`config.mk`:
```
export PLATFORM = sky130hd
export DESIGN_NAME = regfile_write_arbiter
export DESIGN_NICKNAME = d
export VERILOG_FILES = /design/src/rtl/regfile_write_arbiter.sv
export SDC_FILE = /design/constraint.sdc
export NUM_CORES = 1
export LEC_CHECK = 0
export BUFFER_PORTS_ARGS = -buffer_cell sky130_fd_sc_hd__buf_4
export CELL_PAD_IN_SITES_DETAIL_PLACEMENT = 0
export CELL_PAD_IN_SITES_GLOBAL_PLACEMENT = 1
export CORE_MARGIN = 1.5
export CORE_UTILIZATION = 35
export CTS_CLUSTER_DIAMETER = 200
export DETAILED_ROUTE_END_ITERATION = 16
export PLACE_DENSITY = 0.89
export SLEW_MARGIN = 10
export SYNTH_ARGS = -nofsm -noshare
export SYNTH_HDL_FRONTEND = slang
export SYNTH_SLANG_ARGS = --single-unit
```
`constraint.sdc`:
```
create_clock -name clk -period 3.1 [get_ports clk]
set_clock_uncertainty 0.2 [all_clocks]
set_input_delay 0.31 -clock clk [delete_from_list [all_inputs] [get_ports clk]]
set_output_delay 0.31 -clock clk [all_outputs]
set_load 0.01 [all_outputs]
```
`src/rtl/regfile_write_arbiter.sv`:
```
// Round-robin arbiter for the register file's single write port, with a
// 32-entry scoreboard of destinations that are reserved but not yet written back.
module regfile_write_arbiter #(
    parameter int unsigned N_REQ = 2
) (
    input  logic                  clk,
    input  logic                  rst,
    input  logic [N_REQ-1:0]      req_valid,
    output logic [N_REQ-1:0]      req_ready,
    input  logic [5*N_REQ-1:0]    req_addr,
    input  logic [32*N_REQ-1:0]   req_data,
    input  logic                  rsv_valid,
    input  logic [4:0]            rsv_addr,
    output logic                  rsv_ready,
    input  logic                  flush,
    output logic [31:0]           busy,
    output logic                  wr_ena,
    output logic [4:0]            wr_addr,
    output logic [31:0]           wr_data
);

    localparam int unsigned PTR_W = (N_REQ > 1) ? $clog2(N_REQ) : 1;

    logic [PTR_W-1:0] ptr_q;
    logic [PTR_W-1:0] ptr_d;
    logic [PTR_W-1:0] grant_idx;
    logic             grant_any;
    logic [N_REQ-1:0] grant;
    logic [4:0]       sel_addr;
    logic [31:0]      sel_data;
    logic [31:0]      busy_q;
    logic [31:0]      busy_d;

    // Two passes: indices at or above the pointer first, then the wrapped-around ones.
    always_comb begin
        grant     = '0;
        grant_idx = '0;
        grant_any = 1'b0;
        sel_addr  = '0;
        sel_data  = '0;
        for (int i = 0; i < N_REQ; i++) begin
            if (!grant_any && req_valid[i] && (PTR_W'(i) >= ptr_q)) begin
                grant_any = 1'b1;
                grant[i]  = 1'b1;
                grant_idx = PTR_W'(i);
                sel_addr  = req_addr[5*i +: 5];
                sel_data  = req_data[32*i +: 32];
            end
        end
        for (int i = 0; i < N_REQ; i++) begin
            if (!grant_any && req_valid[i] && (PTR_W'(i) < ptr_q)) begin
                grant_any = 1'b1;
                grant[i]  = 1'b1;
                grant_idx = PTR_W'(i);
                sel_addr  = req_addr[5*i +: 5];
                sel_data  = req_data[32*i +: 32];
            end
        end
    end

    assign req_ready = grant;

    always_comb begin
        ptr_d = ptr_q;
        if (grant_any) begin
            ptr_d = (grant_idx == PTR_W'(N_REQ - 1)) ? '0 : grant_idx + 1'b1;
        end
    end

    assign rsv_ready = rsv_valid & ~busy_q[rsv_addr] & ~flush;

    // Clear is applied after set; a same-register collision never sets anyway
    // because rsv_ready is low while the bit is busy.
    always_comb begin
        busy_d = busy_q;
        if (flush) begin
            busy_d = '0;
        end else begin
            if (rsv_ready) begin
                busy_d[rsv_addr] = 1'b1;
            end
            if (grant_any) begin
                busy_d[sel_addr] = 1'b0;
            end
        end
        busy_d[0] = 1'b0;
    end

    assign busy = busy_q;

    always_ff @(posedge clk or negedge rst) begin
        if (!rst) begin
            ptr_q   <= '0;
            busy_q  <= '0;
            wr_ena  <= 1'b0;
            wr_addr <= '0;
            wr_data <= '0;
        end else begin
            ptr_q  <= ptr_d;
            busy_q <= busy_d;
            if (grant_any) begin
                // x0 writes are accepted but never reach the register file enabled
                wr_ena  <= (sel_addr != 5'd0);
                wr_addr <= sel_addr;
                wr_data <= sel_data;
            end else begin
                wr_ena <= 1'b0;
            end
        end
    end

endmodule

```
# Word-level counts from Yosys, hierarchy flattened
# Index checks and enable logic that the tools add are counted.
word_totals:
  regBits: 70
  input_bits: 85
  out_inout_bits: 73
  word_cells: 63
classes:
  addsub: 1
  order_cmp: 8
  muxes: 29
  bitwise: 7
  reduce_logical: 13
op_table:
  columns: ["op", "count"]
  rows:
  - ["32-bit two-way mux", 8]
  - ["32-bit AND", 1]
  - ["32-bit inverter", 1]
  - ["32-bit bitwise OR", 1]
  - ["5-bit two-way mux", 4]
  - ["1-bit two-way mux", 14]
  - ["5-bit by 6-bit < comparator with 1-bit output, second input constant", 2]
  - ["1-bit demux with 5-bit select", 2]
  - ["5-bit by 1-bit >= comparator with 1-bit output, second input constant", 2]
  - ["1-bit logical AND", 9]
  - ["1-bit binary-select mux with 5-bit select", 1]
  - ["5-bit nonzero test", 1]
  - ["1-bit logical NOT", 3]
  - ["1-bit AND", 2]
  - ["1-bit >= comparator, first input constant", 2]
  - ["1-bit < comparator, first input constant", 2]
  - ["1-bit inverter", 2]
  - ["1-bit adder, second input constant", 1]

# Longest topological paths before layout
# Gate-level depths: netlist (run 1).
logic_depth:
  depth_word: 23
  mapped_depth: 8
  ltp_nobuf: 5

# Least setup slack after synthesis (run 1)
# Ideal clock, no wire load.
synth_path:
  kind: "flip-flop to output port"
  start: "register busy_q[7] (netlist: busy[7])"
  end: "output port rsv_ready"
  arrival_ps: 1752
  required_time_ps: 2590
  setup_slack_ps: 838
  stages_incl_launch_ff: 5
  path_buffers: 0
  path_cell_list: "dfrtp_1 > mux4_2 > a211o_1 > nor3_2 > o221a_2"
synth_via:
  elab_chain_len: 5
synth_lines:
  columns: ["element", "line", "rtl"]
  rows:
  - ["from (decl)", "31", "logic [31:0] busy_q;"]
  - ["from (signal assigned)", "100", "busy_q <= busy_d;"]
  - ["1-bit binary-select mux with 5-bit select", "70", "assign rsv_ready = rsv_valid & ~busy_q[rsv_addr] & ~flush;"]
  - ["1-bit two-way mux (implied by the code)", "70", null]
  - ["1-bit inverter", "70", null]
  - ["1-bit AND (2 in series)", "70", null]
  - ["to (decl)", "14", "output logic rsv_ready,"]
# No other way between the ends. The select of a mux whose other input is x is not followed.

# Worst setup path after layout (run 1)
# Same ends and word-level chain as after synthesis.

==> summary.txt, run 1 <==
Timing
  – Final setup fails: 0
  – Max Clk Rate: 358 MHz
  – Hold slack final: 0.0142 ns
  – PnR worst setup slack: 0.305 ns
  – Fin crit share: 90.2%
  – Final hold viol count: 0
  – TNS Setup: 0 ns
  – Max-slew violation count: 0
  – RSZ-0062 raised after global routing: no
  – Least-Margin Pin Slew: 0.930 ns
  – Fin crit period: 2.79 ns
  – Worst slew margin: 38.0%

Flow run
  – Max cap viols: 0

Synthesis
  – Syn nets: 503
  – Synth Instances: 418
  – Dominant synthesized flop cell: dfrtp_1
  – Syn. warnings: 0
  – Synthesized area: 0.00379 sq mm
  – Synth cell types: 38
  – Seq/Total Area, Yosys: 46.2%
  – Post-synth EDFFs: 0
  – #FFs+latches synth: 70
  – Post-synth ARST share: 100%
  – Syn_area_per_cell: 9.07 sq um

CTS
  – Post-CTS Setup Repair Bufs: 0
  – CTS H-Tree Depth: 3
  – TritonCTS Buffers: 9
  – Clk buf depth: 2
  – Clock latency on the worst-skew pair: 0.34 ns
  – Clk slew on worst S/H paths: 0.08 ns
  – Root buffer cell: clkbuf_8
  – CTS Sinks: 70
  – Post-CTS Resized: 0
  – CTS tree: built

Setup path
  – CP arrival: 2.28 ns
  – CP required: 2.59 ns
  – Setup CP Type: reg2out
  – CP startpoint kind: register
  – Critical Path Fanout Max: 4
  – CP Capture Type: output port

Floorplanning
  – Die W: 107 um
  – Num ports: 158
  – Core Area: 0.0104 sq mm
  – Die H: 107 um
  – Initial Util: 36.4%
  – FP Rows: 37
  – Die ar.: 0.0115 sq mm

Min path
  – Hold crit path type: in2reg

Cells and area
  – Final Util: 53.7%
  – Fillers: 948
  – ANT cells: 0
  – Final Instance Area: 0.00560 sq mm
  – Layout Nets: 673
  – Commonest non-fill, non-tap cell in the layout: buf_4
  – Share of cells above drive strength 1: 33.1%
  – Most frequent cells in the layout: buf_4, a21oi_1, dfrtp_1
  – Post-Layout Cell Count: 729
  – Area added between synthesis and finish: 47.7%

Drt
  – DR pass1 iterations: 4
  – Vias per cell: 5.49
  – Via Count: 4000
  – First-iteration detailed-routing DRC count: 198
  – Wire length per cell: 17.1 um
  – Residual DRC: 0
  – Routed Antenna Nets: 0
  – Routed Wire Length: 12.4 mm

Global routing
  – Initial antenna violation count: 0
  – Pin count of the biggest net entering global routing: 71
  – M2 GR Usage: 34.2%
  – Met1 Usage GRT: 28.3%
  – Global-route layer with the greatest usage: met2
  – First-pass GRT wire length: 19.6 mm
  – Vias in the first global route: 3911
  – GRT Util Overall: 21.6%
  – Congestion Overflow GR: 0
  – GR Layer Usage met3: 6.69%

Power
  – Pwr dens: 450 mW/mm^2
  – Peak supply drop: 0.000206 V
  – Leak pwr: 2.51 nW
  – Final Power: 2.52 mW

Placement
  – Placed cells: 682
  – DP HPWL: 8.56 mm
  – Port buffer count: 156
  – Dpl cell area: 0.00504 sq mm
  – Post-Place Setup Slack: 0.343 ns
  – Placer Congestion: 0.838

Run status
  – Status: finished clean
==> power by group <==
part	leakage, nW	switching [mW]	internal (mW)
logic	1.49	0.303	0.273
clock network	0.126	0.367	0.556
registers	0.897	0.0425	0.981
==> metal layers <==
metal / share of wire [%] / vias up
met2: 48 / 203
met5: 0 / -
li1: - / 1852
met4: 1.2 / 0
met3: 10 / 13
met1: 41 / 1932
==> state kept, by name (all words and copies together) (netlist names) <==
signal,flops
busy,31
ptr_q,1
wr_addr,5
wr_data,32
wr_ena,1
==> final cells by class <==
cell class	instances	area, sq um	area share [%]
Multi-Input combinational cell	305	1860	33.3
Sequential cell	70	1750	31.3
Timing Repair Buffer	195	1540	27.5
Tap cell	136	170	3.04
Clock buffer	10	138	2.46
Clock inverter	6	109	1.94
Inverter	7	26.3	0.469
==> kinds of logic after synthesis <==
family / after synthesis / share of synthesized area, %
other cells: 1 / 0.0989
simple gates: 132 / 18.7
compound gates: 164 / 25.9
mux: 8 / 4.46
buf+inv: 43 / 4.66
flops: 70 / 46.2
==> Yosys cell counts, drive strengths merged (3+ instances only) <==
library cell | number | area, sq um
a21oi | 71 | 359
dfrtp | 70 | 1750
nand2 | 44 | 165
nand2b | 33 | 206
o21ai | 33 | 165
clkbuf | 32 | 120
a31oi | 22 | 138
a211oi | 21 | 158
nor3 | 17 | 100
nor2 | 14 | 52.6
nor2b | 9 | 56.3
inv | 7 | 26.3
mux4 | 7 | 158
a32oi | 5 | 43.8
buf | 4 | 30.0
o221a | 4 | 45.0
a32o | 3 | 30.0
nor3b | 3 | 27.5
==> final timing paths <==
| check | endpoint | cells past startpoint | start | slack [ns] |
|---|---|---|---|---|
| min in group asynchronous | busy[3] | 2 | rst | 0.44 |
| max reg2reg | busy[8] | 5 | ptr_q | 0.54 |
| max | rsv_ready | 5 | busy[7] | 0.31 |
| min reg2reg | wr_addr[0] | 2 | wr_addr[0] | 0.30 |
| min | wr_data[29] | 3 | req_data[61] | 0.01 |
| max in group asynchronous | wr_data[24] | 2 | rst | 1.65 |
==> critical path, cell delays in order, from the launching register on <==
cell and delay, ns:
dfrtp_1 0.42, mux4_2 0.48, a211o_1 0.39, nor3_2 0.31, o221a_2 0.23, buf_4 0.11
==> repair_timing <==
| action | in CTS | in global routing |
|---|---|---|
| hold buffers | 31 | 0 |
| setup endpoints to repair | 0 | 0 |
| hold endpoints to repair | 100 | 0 |
(Power assumes the default switching activity.)
==> run 2: changes to the inputs <==
Settings changed: CAP_MARGIN from default to 30, HOLD_SLACK_MARGIN from default to 0.02.
==> summary.txt, run 2 (synthesized netlist as in run 1, its figures left out) <==
Global routing
  – Global-route layer with the greatest usage: met2
  – GR Layer Usage met3: 6.87% (+0.18 points)
  – M2 GR Usage: 34.6% (+0.36 points)
  – Pin count of the biggest net entering global routing: 71 (unchanged)
  – Vias in the first global route: 3951 (+1.0%)
  – Congestion Overflow GR: 0 (unchanged)
  – GRT Util Overall: 21.7% (+0.18 points)
  – Met1 Usage GRT: 28.3% (unchanged)
  – Initial antenna violation count: 0 (unchanged)
  – First-pass GRT wire length: 19.7 mm (+0.71%)

Cells and area
  – ANT cells: 0 (unchanged)
  – Multi-input gate area: 0.00186 sq mm (unchanged)
  – Commonest non-fill, non-tap cell in the layout: buf_4
  – Reg with most FFs: wr_data
  – Max reg flops: 32 (unchanged)
  – Most frequent cells in the layout: buf_4, a21oi_1, dfrtp_1
  – Share of cells above drive strength 1: 33.1% (about the same)
  – Layout Nets: 676 (+0.45%)
  – Post-Layout Cell Count: 732 (+0.41%)
  – Area added between synthesis and finish: 49.0%
  – Fillers: 941 (-0.74%)
  – Storage cell area: 0.00175 sq mm (unchanged)

Setup path
  – CP required: 2.59 ns (about the same)
  – CP arrival: 2.28 ns (about the same)
  – Reg2reg setup slack: 0.55 ns (about the same)
  – Crit path cell chain: mux4_2 > a211o_1 > nor3_2 > o221a_2 > buf_4
  – Critical-path top delay cell: mux4_2
  – CP startpoint kind: register
  – Critical path's largest stage delay: 0.47 ns (about the same)
  – CP Capture Type: output port
  – Setup CP Type: reg2out
  – Critical Path Fanout Max: 4 (unchanged)

Flow run
  – Max cap viols: 0 (unchanged)

CTS
  – CTS H-Tree Depth: 3 (unchanged)
  – CTS tree: built
  – Root buffer cell: clkbuf_8
  – CTS Sinks: 70 (unchanged)
  – TritonCTS Buffers: 9 (unchanged)
  – Clock latency on the worst-skew pair: 0.34 ns (about the same)
  – Post-CTS Resized: 0 (unchanged)
  – Post-CTS Setup Repair Bufs: 0 (unchanged)
  – Hold Buf Count CTS: 33 (+6.5%)
  – Clk buf depth: 2 (unchanged)
  – Clk slew on worst S/H paths: 0.08 ns (about the same)

Floorplanning
  – Die ar.: 0.0115 sq mm (unchanged)
  – Initial Util: 36.4% (unchanged)
  – Core Area: 0.0104 sq mm (unchanged)
  – Die W: 107 um (unchanged)
  – Num ports: 158 (unchanged)
  – Die H: 107 um (unchanged)
  – FP Rows: 37 (unchanged)

Power
  – Leak pwr: 2.53 nW (+0.84%)
  – Pwr dens: 447 mW/mm^2 (-0.78%)
  – Peak supply drop: 0.000207 V (+0.32%)
  – Final Power: 2.52 mW (about the same)

Timing
  – Least-Margin Pin Slew: 0.689 ns (-0.241 ns)
  – Fin crit period: 2.79 ns (-0.00106 ns)
  – RSZ-0062 raised after global routing: no
  – Worst slew margin: 54.0% (+16 points)
  – TNS Setup: 0 ns (unchanged)
  – Final hold viol count: 0 (unchanged)
  – Max-slew violation count: 0 (unchanged)
  – Final setup fails: 0 (unchanged)
  – Fin crit share: 90.1% (about the same)
  – Max Clk Rate: 358 MHz (about the same)

Drt
  – Residual DRC: 0 (unchanged)
  – Routed Wire Length: 12.4 mm (about the same)
  – Via Count: 3996 (-0.10%)
  – Vias per cell: 5.46 (-0.51%)
  – Wire length per cell: 17.0 um (-0.39%)
  – Routed Antenna Nets: 0 (unchanged)
  – DR pass1 iterations: 4 (unchanged)
  – First-iteration detailed-routing DRC count: 223 (+13%)

Placement
  – Placer Congestion: 0.838 (unchanged)
  – Placed cells: 682 (unchanged)
  – Port buffer count: 156 (unchanged)
  – DP HPWL: 8.56 mm (unchanged)

Run status
  – Status: finished clean

Min path
  – Hold crit path type: in2reg
run 2: cell count changes in the layout (fill, tap and decap cells not counted), sizes merged:
cell	change
dlygate4sd3	+2
buf	+1
run 2: report_power, final:
part / switching, mW / internal (mW)
Clock: 0.362 / 0.555
Combinational: 0.304 / 0.278
Sequential: 0.0424 / 0.981
Total: 0.709 / 1.81
run 2: layer usage:
layer	wire, um	vias to the layer above	part of all wire [%]
li1	-	1860	-
met1	5110	1924	41
met2	5910	198	47
met3	1270	14	10
met4	152	0	1.2
met5	0	-	0
run 2: path summary, 6_finish.rpt:
| check | from | endpoint | cells after the start |
|---|---|---|---|
| worst min register to register | wr_addr[0] | wr_addr[0] | 2 |
| max in group asynchronous | rst | wr_data[24] | 3 |
| min in group asynchronous | rst | busy[3] | 2 |
| worst min-delay path | req_data[13] | wr_data[13] | 3 |
| worst max register to register | ptr_q | busy[8] | 5 |
| worst max-delay path | busy[4] | rsv_ready | 5 |
run 2: final cells by class:
type | count | area share, %
tap | 136 | 3.01
inverter | 7 | 0.465
clock inverter | 6 | 1.93
clock buffer | 10 | 2.44
multi-input combinational | 305 | 33.0
timing repair buffer | 198 | 28.1
sequential | 70 | 31.0
run 2: worst max-delay path: cells and delay by family (launching register included):
kind	cells	cell delay, ns
compound gates	2	0.62
mux	1	0.47
flops	1	0.43
simple gates	1	0.31
buf+inv	1	0.11
run 2: metrics by stage:
step | hold slack [ns] | setup slack (ns) | util [%] | area [sq um]
final | 0.0424 | 0.306 | 54.2 | 5650
after global routing | 0.0373 | 0.186 | 54.2 | 5650
after CTS | 0.0298 | 0.298 | 53.9 | 5620
after detailed placement | 0.278 | 0.343 | 48.4 | 5040
after global placement | 0.271 | 0.433 | 48.4 | 5040
after floorplan | -0.186 | 0.838 | - | 3790
